## src/rtl/bpsk_frame_mod_if.sv

```systemverilog
// Control/status bundle for the BPSK frame modulator: frame request side and DAC sample side.
interface bpsk_frame_mod_if #(
  parameter int NWORDS = 16,
  parameter int WORD_W = 32
);
  logic                       start;
  logic                       abort;
  logic                       diff;
  logic [2:0]                 out_div;
  logic [NWORDS*WORD_W-1:0]   data;
  logic                       busy;
  logic                       done;
  logic                       tick;
  logic [7:0]                 out;

  modport master (
    output start, abort, diff, out_div, data,
    input  busy, done, tick, out
  );

  modport slave (
    input  start, abort, diff, out_div, data,
    output busy, done, tick, out
  );
endinterface

```

## src/rtl/bpsk_frame_mod.sv

```systemverilog
// BPSK/DBPSK frame modulator: warm-up carrier, sync word, payload words and XOR checksum,
// one 20-sample carrier LUT stepped by a sample-tick enable in the single clk domain.
module bpsk_frame_mod #(
  parameter int                WORD_W      = 32,
  parameter int                NWORDS      = 16,
  parameter int                SYNC_W      = 64,
  parameter logic [SYNC_W-1:0] SYNC_PAT    = 64'hB5A6FFFF9BE37C39,
  parameter int                CLK_DIV     = 9,
  parameter int                CYC_PER_BIT = 2,
  parameter int                WARMUP_CYC  = 1000
) (
  input  logic              clk,
  input  logic              rst,
  bpsk_frame_mod_if.slave   bus
);
  localparam int TOT = SYNC_W + (NWORDS + 1) * WORD_W;
  localparam int TW  = (CLK_DIV > 0) ? $clog2(CLK_DIV + 1) : 1;
  localparam int WW  = $clog2(WARMUP_CYC + 1);
  localparam int CW  = $clog2(CYC_PER_BIT + 1);
  localparam int SW  = $clog2(TOT + 1);

  typedef enum logic [2:0] {IDLE, WARM, SYNC, DATA, CSUM} state_t;

  state_t          state_q, state_d;
  logic [TW-1:0]   tick_cnt_q, tick_cnt_d;
  logic [4:0]      seq_q, seq_d;
  logic [TOT-1:0]  sr_q, sr_d;
  logic            diff_q, diff_d;
  logic            phase_q, phase_d;
  logic [WW-1:0]   wait_q, wait_d;
  logic [CW-1:0]   cyc_q, cyc_d;
  logic [SW-1:0]   sym_q, sym_d;
  logic            busy_q, busy_d;
  logic            done_q, done_d;
  logic [7:0]      out_q, out_d;

  logic            tick, cb, load, sym_bit;
  logic [7:0]      lut_v, shaped;

  // Payload is re-ordered so word 0 sits just below the sync word; the whole frame then
  // leaves MSB-first from one shift register.
  logic [NWORDS*WORD_W-1:0] ordered_w;
  logic [WORD_W-1:0]        csum_chain [NWORDS+1];

  assign csum_chain[0] = '0;
  for (genvar gi = 0; gi < NWORDS; gi++) begin : g_words
    assign ordered_w[(NWORDS-1-gi)*WORD_W +: WORD_W] = bus.data[gi*WORD_W +: WORD_W];
    assign csum_chain[gi+1] = csum_chain[gi] ^ bus.data[gi*WORD_W +: WORD_W];
  end

  function automatic logic [7:0] carrier_lut(input logic [4:0] idx);
    case (idx)
      5'd0:  carrier_lut = 8'd127;  5'd1:  carrier_lut = 8'd166;
      5'd2:  carrier_lut = 8'd202;  5'd3:  carrier_lut = 8'd230;
      5'd4:  carrier_lut = 8'd248;  5'd5:  carrier_lut = 8'd254;
      5'd6:  carrier_lut = 8'd248;  5'd7:  carrier_lut = 8'd230;
      5'd8:  carrier_lut = 8'd202;  5'd9:  carrier_lut = 8'd166;
      5'd10: carrier_lut = 8'd127;  5'd11: carrier_lut = 8'd88;
      5'd12: carrier_lut = 8'd52;   5'd13: carrier_lut = 8'd24;
      5'd14: carrier_lut = 8'd6;    5'd15: carrier_lut = 8'd0;
      5'd16: carrier_lut = 8'd6;    5'd17: carrier_lut = 8'd24;
      5'd18: carrier_lut = 8'd52;   default: carrier_lut = 8'd88;
    endcase
  endfunction

  assign tick = (tick_cnt_q == TW'(CLK_DIV));
  assign cb   = tick && (seq_q == 5'd19);

  always_comb begin
    state_d    = state_q;
    tick_cnt_d = tick ? '0 : tick_cnt_q + 1'b1;
    seq_d      = tick ? ((seq_q == 5'd19) ? 5'd0 : seq_q + 5'd1) : seq_q;
    sr_d       = sr_q;
    diff_d     = diff_q;
    phase_d    = phase_q;
    wait_d     = wait_q;
    cyc_d      = cyc_q;
    sym_d      = sym_q;
    busy_d     = busy_q;
    done_d     = 1'b0;
    out_d      = out_q;
    load       = 1'b0;
    sym_bit    = sr_q[TOT-1];
    lut_v      = 8'd0;
    shaped     = 8'd0;

    case (state_q)
      IDLE: begin
        if (bus.start) begin
          sr_d    = {SYNC_PAT, ordered_w, csum_chain[NWORDS]};
          diff_d  = bus.diff;
          phase_d = 1'b0;
          wait_d  = '0;
          cyc_d   = '0;
          sym_d   = '0;
          busy_d  = 1'b1;
          state_d = WARM;
        end
      end
      WARM: begin
        if (cb) begin
          if (wait_q == WW'(WARMUP_CYC - 1)) load = 1'b1;
          else                               wait_d = wait_q + 1'b1;
        end
      end
      default: begin
        if (cb) begin
          if (cyc_q == CW'(CYC_PER_BIT - 1)) begin
            if (sym_q == SW'(TOT)) begin
              busy_d  = 1'b0;
              done_d  = 1'b1;
              state_d = IDLE;
            end else begin
              load = 1'b1;
            end
          end else begin
            cyc_d = cyc_q + 1'b1;
          end
        end
      end
    endcase

    // The segment a symbol belongs to follows from how many symbols were sent before it.
    if (load) begin
      sr_d    = sr_q << 1;
      phase_d = diff_q ? (phase_q ^ sym_bit) : sym_bit;
      cyc_d   = '0;
      sym_d   = sym_q + 1'b1;
      if (sym_q < SW'(SYNC_W))                      state_d = SYNC;
      else if (sym_q < SW'(SYNC_W + NWORDS*WORD_W)) state_d = DATA;
      else                                          state_d = CSUM;
    end

    if (bus.abort && (state_q != IDLE)) begin
      state_d = IDLE;
      busy_d  = 1'b0;
      done_d  = 1'b0;
      out_d   = 8'd0;
    end else if (tick) begin
      lut_v  = carrier_lut(seq_d);
      shaped = phase_d ? (8'd254 - lut_v) : lut_v;
      out_d  = busy_d ? (shaped >> bus.out_div) : 8'd0;
    end
  end

  always_ff @(posedge clk or posedge rst) begin
    if (rst) begin
      state_q    <= IDLE;
      tick_cnt_q <= '0;
      seq_q      <= '0;
      sr_q       <= '0;
      diff_q     <= 1'b0;
      phase_q    <= 1'b0;
      wait_q     <= '0;
      cyc_q      <= '0;
      sym_q      <= '0;
      busy_q     <= 1'b0;
      done_q     <= 1'b0;
      out_q      <= 8'd0;
    end else begin
      state_q    <= state_d;
      tick_cnt_q <= tick_cnt_d;
      seq_q      <= seq_d;
      sr_q       <= sr_d;
      diff_q     <= diff_d;
      phase_q    <= phase_d;
      wait_q     <= wait_d;
      cyc_q      <= cyc_d;
      sym_q      <= sym_d;
      busy_q     <= busy_d;
      done_q     <= done_d;
      out_q      <= out_d;
    end
  end

  assign bus.busy = busy_q;
  assign bus.done = done_q;
  assign bus.tick = tick;
  assign bus.out  = out_q;
endmodule
```

## src/flat_wrapper.sv

```systemverilog
// flat-port wrapper written by rule: the top's interface ports become plain ports
module bpsk_frame_mod_flat 
#(
  parameter int                WORD_W      = 32,
  parameter int                NWORDS      = 16,
  parameter int                SYNC_W      = 64,
  parameter logic [SYNC_W-1:0] SYNC_PAT    = 64'hB5A6FFFF9BE37C39,
  parameter int                CLK_DIV     = 9,
  parameter int                CYC_PER_BIT = 2,
  parameter int                WARMUP_CYC  = 1000
)
  (clk, rst, bus_start, bus_abort, bus_diff, bus_out_div, bus_data, bus_busy, bus_done, bus_tick, bus_out);
  bpsk_frame_mod_if #(.NWORDS(NWORDS), .WORD_W(WORD_W)) bus_i ();
  input  logic clk;
  input  logic rst;
  input wire logic [$bits(bus_i.start)-1:0] bus_start;
  input wire logic [$bits(bus_i.abort)-1:0] bus_abort;
  input wire logic [$bits(bus_i.diff)-1:0] bus_diff;
  input wire logic [$bits(bus_i.out_div)-1:0] bus_out_div;
  input wire logic [$bits(bus_i.data)-1:0] bus_data;
  output wire logic [$bits(bus_i.busy)-1:0] bus_busy;
  output wire logic [$bits(bus_i.done)-1:0] bus_done;
  output wire logic [$bits(bus_i.tick)-1:0] bus_tick;
  output wire logic [$bits(bus_i.out)-1:0] bus_out;
  assign bus_i.start = bus_start;
  assign bus_i.abort = bus_abort;
  assign bus_i.diff = bus_diff;
  assign bus_i.out_div = bus_out_div;
  assign bus_i.data = bus_data;
  assign bus_busy = bus_i.busy;
  assign bus_done = bus_i.done;
  assign bus_tick = bus_i.tick;
  assign bus_out = bus_i.out;
  bpsk_frame_mod #(.WORD_W(WORD_W), .NWORDS(NWORDS), .SYNC_W(SYNC_W), .SYNC_PAT(SYNC_PAT), .CLK_DIV(CLK_DIV), .CYC_PER_BIT(CYC_PER_BIT), .WARMUP_CYC(WARMUP_CYC)) u_core (.clk(clk), .rst(rst), .bus(bus_i));
endmodule
```

## config.mk

```make
export PLATFORM = sky130hd
export DESIGN_NAME = bpsk_frame_mod_flat
export DESIGN_NICKNAME = d
export VERILOG_FILES = /design/src/rtl/bpsk_frame_mod_if.sv /design/src/rtl/bpsk_frame_mod.sv /design/src/flat_wrapper.sv
export SDC_FILE = /design/constraint.sdc
export NUM_CORES = 2
export LEC_CHECK = 0
export ABC_AREA = 1
export BUFFER_PORTS_ARGS = -buffer_cell sky130_fd_sc_hd__buf_4
export CORE_MARGIN = 5
export CORE_UTILIZATION = 40
export DETAILED_ROUTE_END_ITERATION = 8
export SLEW_MARGIN = 20
export SYNTH_ARGS = -nofsm -noshare
export SYNTH_HDL_FRONTEND = slang
export SYNTH_SLANG_ARGS = --single-unit
```

## constraint.sdc

```tcl
create_clock -name clk -period 24.7 [get_ports clk]
set_input_delay 1.235 -clock clk [delete_from_list [all_inputs] [get_ports clk]]
set_output_delay 1.235 -clock clk [all_outputs]
set_load 0.1 [all_outputs]
```

==> results.py <==
metrics = {
    "outcome": {
        "status": "complete, no violations",
    },
    "grt": {
        "first_global_vias": 29400,
        "grt_pass1_wl_mm": 175,
        "grt_max_degree": 214,
        "overflow": 0,
        "antenna_found_initial": 15,
        "grt_use_total_pct": 24.6,
    },
    "floorplanning": {
        "die_w_microns": 302,
        "pin_count": 531,
        "dieArea_sq_um": 91200,
        "start_util_pct": 40.2,
        "num_rows": 107,
        "dieHeight_microns": 302,
        "core_sq_um": 84900,
    },
    "power": {
        "p_leak_nw": 19.2,
        "p_int_w": 0.00219,
        "peakVddDrop_uv": 54.6,
        "power.switching_w": 0.000974,
        "power_density_nw_per_um2": 76.6,
        "combPwrFrac_pct": 20.3,
        "switching_share_pct": 30.8,
        "p_clk_share_pct": 37.6,
        "pwr-share-seq_pct": 42.1,
    },
    "clocking": {
        "cts_buffers": 76,
        "root_buffer": "clkbuf_16",
        "clk_pin_slew_ns": 0.06,
        "clk_path_buf_depth": 3,
        "postCtsHoldBufs": 0,
        "cts_tree": "yes",
        "h-tree-depth": 3,
        "clock_sinks": 654,
        "postCtsSetupBuffers": 0,
        "clock_latency_ns": 0.62,
        "cts_resized": 0,
    },
    "worst_setup_path": {
        "cp-startpoint": "u_core.seq_q[0]$_DFF_PP0_",
        "cp.required_ns": 25.15,
        "critPathKind": "flip-flop to flip-flop",
        "arrival_ns": 4.68,
        "crit_path_end_kind": "flip-flop",
        "cp-start-kind": "flip-flop",
        "crit_fanout": 171,
        "r2r_start": "u_core.seq_q[0]$_DFF_PP0_",
    },
    "cells_and_area": {
        "final_util_pct": 48.7,
        "area_delta_synth_final_pct": 21.1,
        "nets": 5087,
        "final_cells": 5775,
        "drive_above_1_share_pct": 15.9,
    },
    "job": {
        "maxCapViolations": 0,
    },
    "worst_hold_path": {
        "holdCritStartpoint": "u_core.diff_q$_DFFE_PP0P_",
        "hp-class": "flip-flop to flip-flop",
    },
    "timing": {
        "holdWs_ns": 0.470,
        "hold_viol_final": 0,
        "tightest_slew_ns": 1.13,
        "slew_violations": 0,
        "setup_tns_ns": 0,
        "fin_ws_ns": 20.47,
        "max_freq_ghz": 0.236,
        "rsz0062_at_grt": "false",
        "slew_headroom_pct": 24.8,
        "min_period_ns": 4.23,
        "finClkSkew_ns": 0.0167,
        "finalCritPeriodShare_pct": 17.1,
        "setup_violations": 0,
    },
    "yosys": {
        "yosys_warnings": 0,
        "synth_area_sq_um": 34100,
        "seq_area_frac_synth_pct": 48.0,
        "ys_ff_latch": 654,
        "ys.flop_type": "dfrtp_1",
        "postSynthCellCount": 4185,
        "synth-async-reset-ratio_pct": 100,
        "synth_edf_count": 0,
        "synthDistinctLibCells": 49,
        "syn_nets": 4711,
        "syn_avg_cell_area_sq_um": 8.15,
    },
    "placement": {
        "dpl.cell_count": 5627,
        "place.gp.congestion": 0.878,
        "io_buffers": 530,
        "hpwl_mm": 81.4,
        "dp_slack_ns": 20.45,
    },
    "route": {
        "antenna_left": 0,
        "drt-initial-drc-count": 2715,
        "wl_per_cell_microns": 20.0,
        "vias_per_cell": 5.16,
        "first_pass_iters": 5,
        "post-route-drc-count": 0,
        "route.vias.total": 29800,
        "routed_wirelength_mm": 116,
    },
}
-- logic make-up after synthesis --
| family | after synthesis | share of synthesized area, % |
|---|---|---|
| mux | 1 | 0.0294 |
| flops | 654 | 48.0 |
| xor+xnor | 453 | 11.7 |
| fa+ha+maj | 6 | 0.220 |
| buf+inv | 419 | 5.13 |
| compound gates | 1164 | 17.7 |
| simple gates | 1488 | 17.3 |
-- power by group through the flow --
stage / sequential (W) / combinational (W) / clock (W)
detailed placement: 0.00135 / 0.000652 / 0
global route: 0.00135 / 0.000715 / 0.00125
finish: 0.00133 / 0.000643 / 0.00119
global placement: 0.00134 / 0.000642 / 0
floorplan: 0.00134 / 0.000389 / 0
CTS: 0.00133 / 0.000653 / 0.00121
-- cell type report --
cell class | instances | area, sq um
Inverter | 160 | 622
Sequential cell | 654 | 16400
Fill cell | 8401 | 43600
Multi-Input combinational cell | 3112 | 16000
Tap cell | 1144 | 1430
Antenna cell | 10 | 25.0
Clock inverter | 28 | 367
Clock buffer | 110 | 2240
Timing Repair Buffer | 557 | 4250
-- cells in the mapped netlist (3+ instances only) --
cell type	n	area share (%)
nor2_2	7	0.13
buf_4	5	0.11
dfrtp_1	654	48
o21ai_0	487	7.1
buf_2	113	1.7
xor2_1	196	5.0
o22ai_1	15	0.28
nand3_2	3	0.088
buf_1	11	0.12
nor3_1	11	0.16
a21oi_1	504	7.4
inv_2	8	0.088
nand2_4	7	0.23
nor2_1	619	6.8
o21ai_1	88	1.3
ha_1	6	0.22
o211ai_1	3	0.066
xnor2_1	256	6.6
inv_1	149	1.6
nand3_1	59	0.87
clkbuf_1	129	1.4
a31oi_1	31	0.57
nand4_1	7	0.13
nand2_2	12	0.22
o22a_1	24	0.62
nand2_1	751	8.3
-- metrics by stage --
stage / instance area, sq um / power (W)
2_1_floorplan: 34100 / 0.00173
3_3_place_gp: 38700 / 0.00199
3_5_place_dp: 38700 / 0.00200
4_1_cts: 41300 / 0.00319
5_1_grt: 41300 / 0.00332
6_report: 41300 / 0.00316
-- cell usage in the layout, fill, tap and decap left out, drive strengths merged, types with 3 or more instances in the layout --
cell type,Yosys,final
ha,6,6
dfrtp,654,654
clkbuf,129,110
diode,0,10
buf,130,557
a31oi,31,31
nand3,63,63
nor3,13,13
o22a,24,24
nor2,628,628
bufinv,0,8
inv,159,162
o22ai,15,15
nand2,770,770
nand4,7,7
xor2,197,197
xnor2,256,256
o21ai,576,576
a21oi,506,506
clkinv,1,18
o211ai,3,3
-- registers in the layout (all words and copies together), names as in the netlist --
signal             count
u_core.diff_q          1
u_core.tick_cnt_q      4
u_core.bus.busy        1
u_core.cyc_q           2
u_core.sym_q          10
u_core.seq_q           5
u_core.sr_q          608
u_core.bus.out         8
u_core.wait_q         10
u_core.state_q         3
u_core.bus.done        1
u_core.phase_q         1
-- path summary, 6_finish.rpt --
kind | endpoint | slack [ns] | cells after the start
min | u_core.diff_q$_DFFE_PP0P_ | 0.47 | 2
min in group asynchronous | u_core.sr_q[351]$_DFFE_PP0P_ | 0.79 | 2
max in group asynchronous | u_core.sr_q[95]$_DFFE_PP0P_ | 21.51 | 4
max | u_core.sr_q[10]$_DFFE_PP0P_ | 20.47 | 11
max reg2reg | u_core.sr_q[10]$_DFFE_PP0P_ | 20.47 | 11
min reg2reg | u_core.diff_q$_DFFE_PP0P_ | 0.47 | 2
-- critical path, stage by stage, from the launching register on --
cell and delay, ns:
dfrtp_1 0.44, ha_1 0.26, inv_1 0.07, nor2_2 0.15, nand2_2 0.14, nor2_4 0.20, nand3_4 0.46, inv_8 0.86
buf_4 0.94, nor2_1 0.13, nand2_1 0.09, a31oi_1 0.07
-- routing by layer --
metal / GRT usage [%] / up-vias / routed length (microns)
met2: 39.6 / 772 / 54900
met5: 0 / - / 93
li1: - / 14400 / -
met4: 9.55 / 12 / 4870
met1: 33.4 / 14400 / 49300
met3: 4.44 / 197 / 6490
Power figures use the tool's default switching activity.
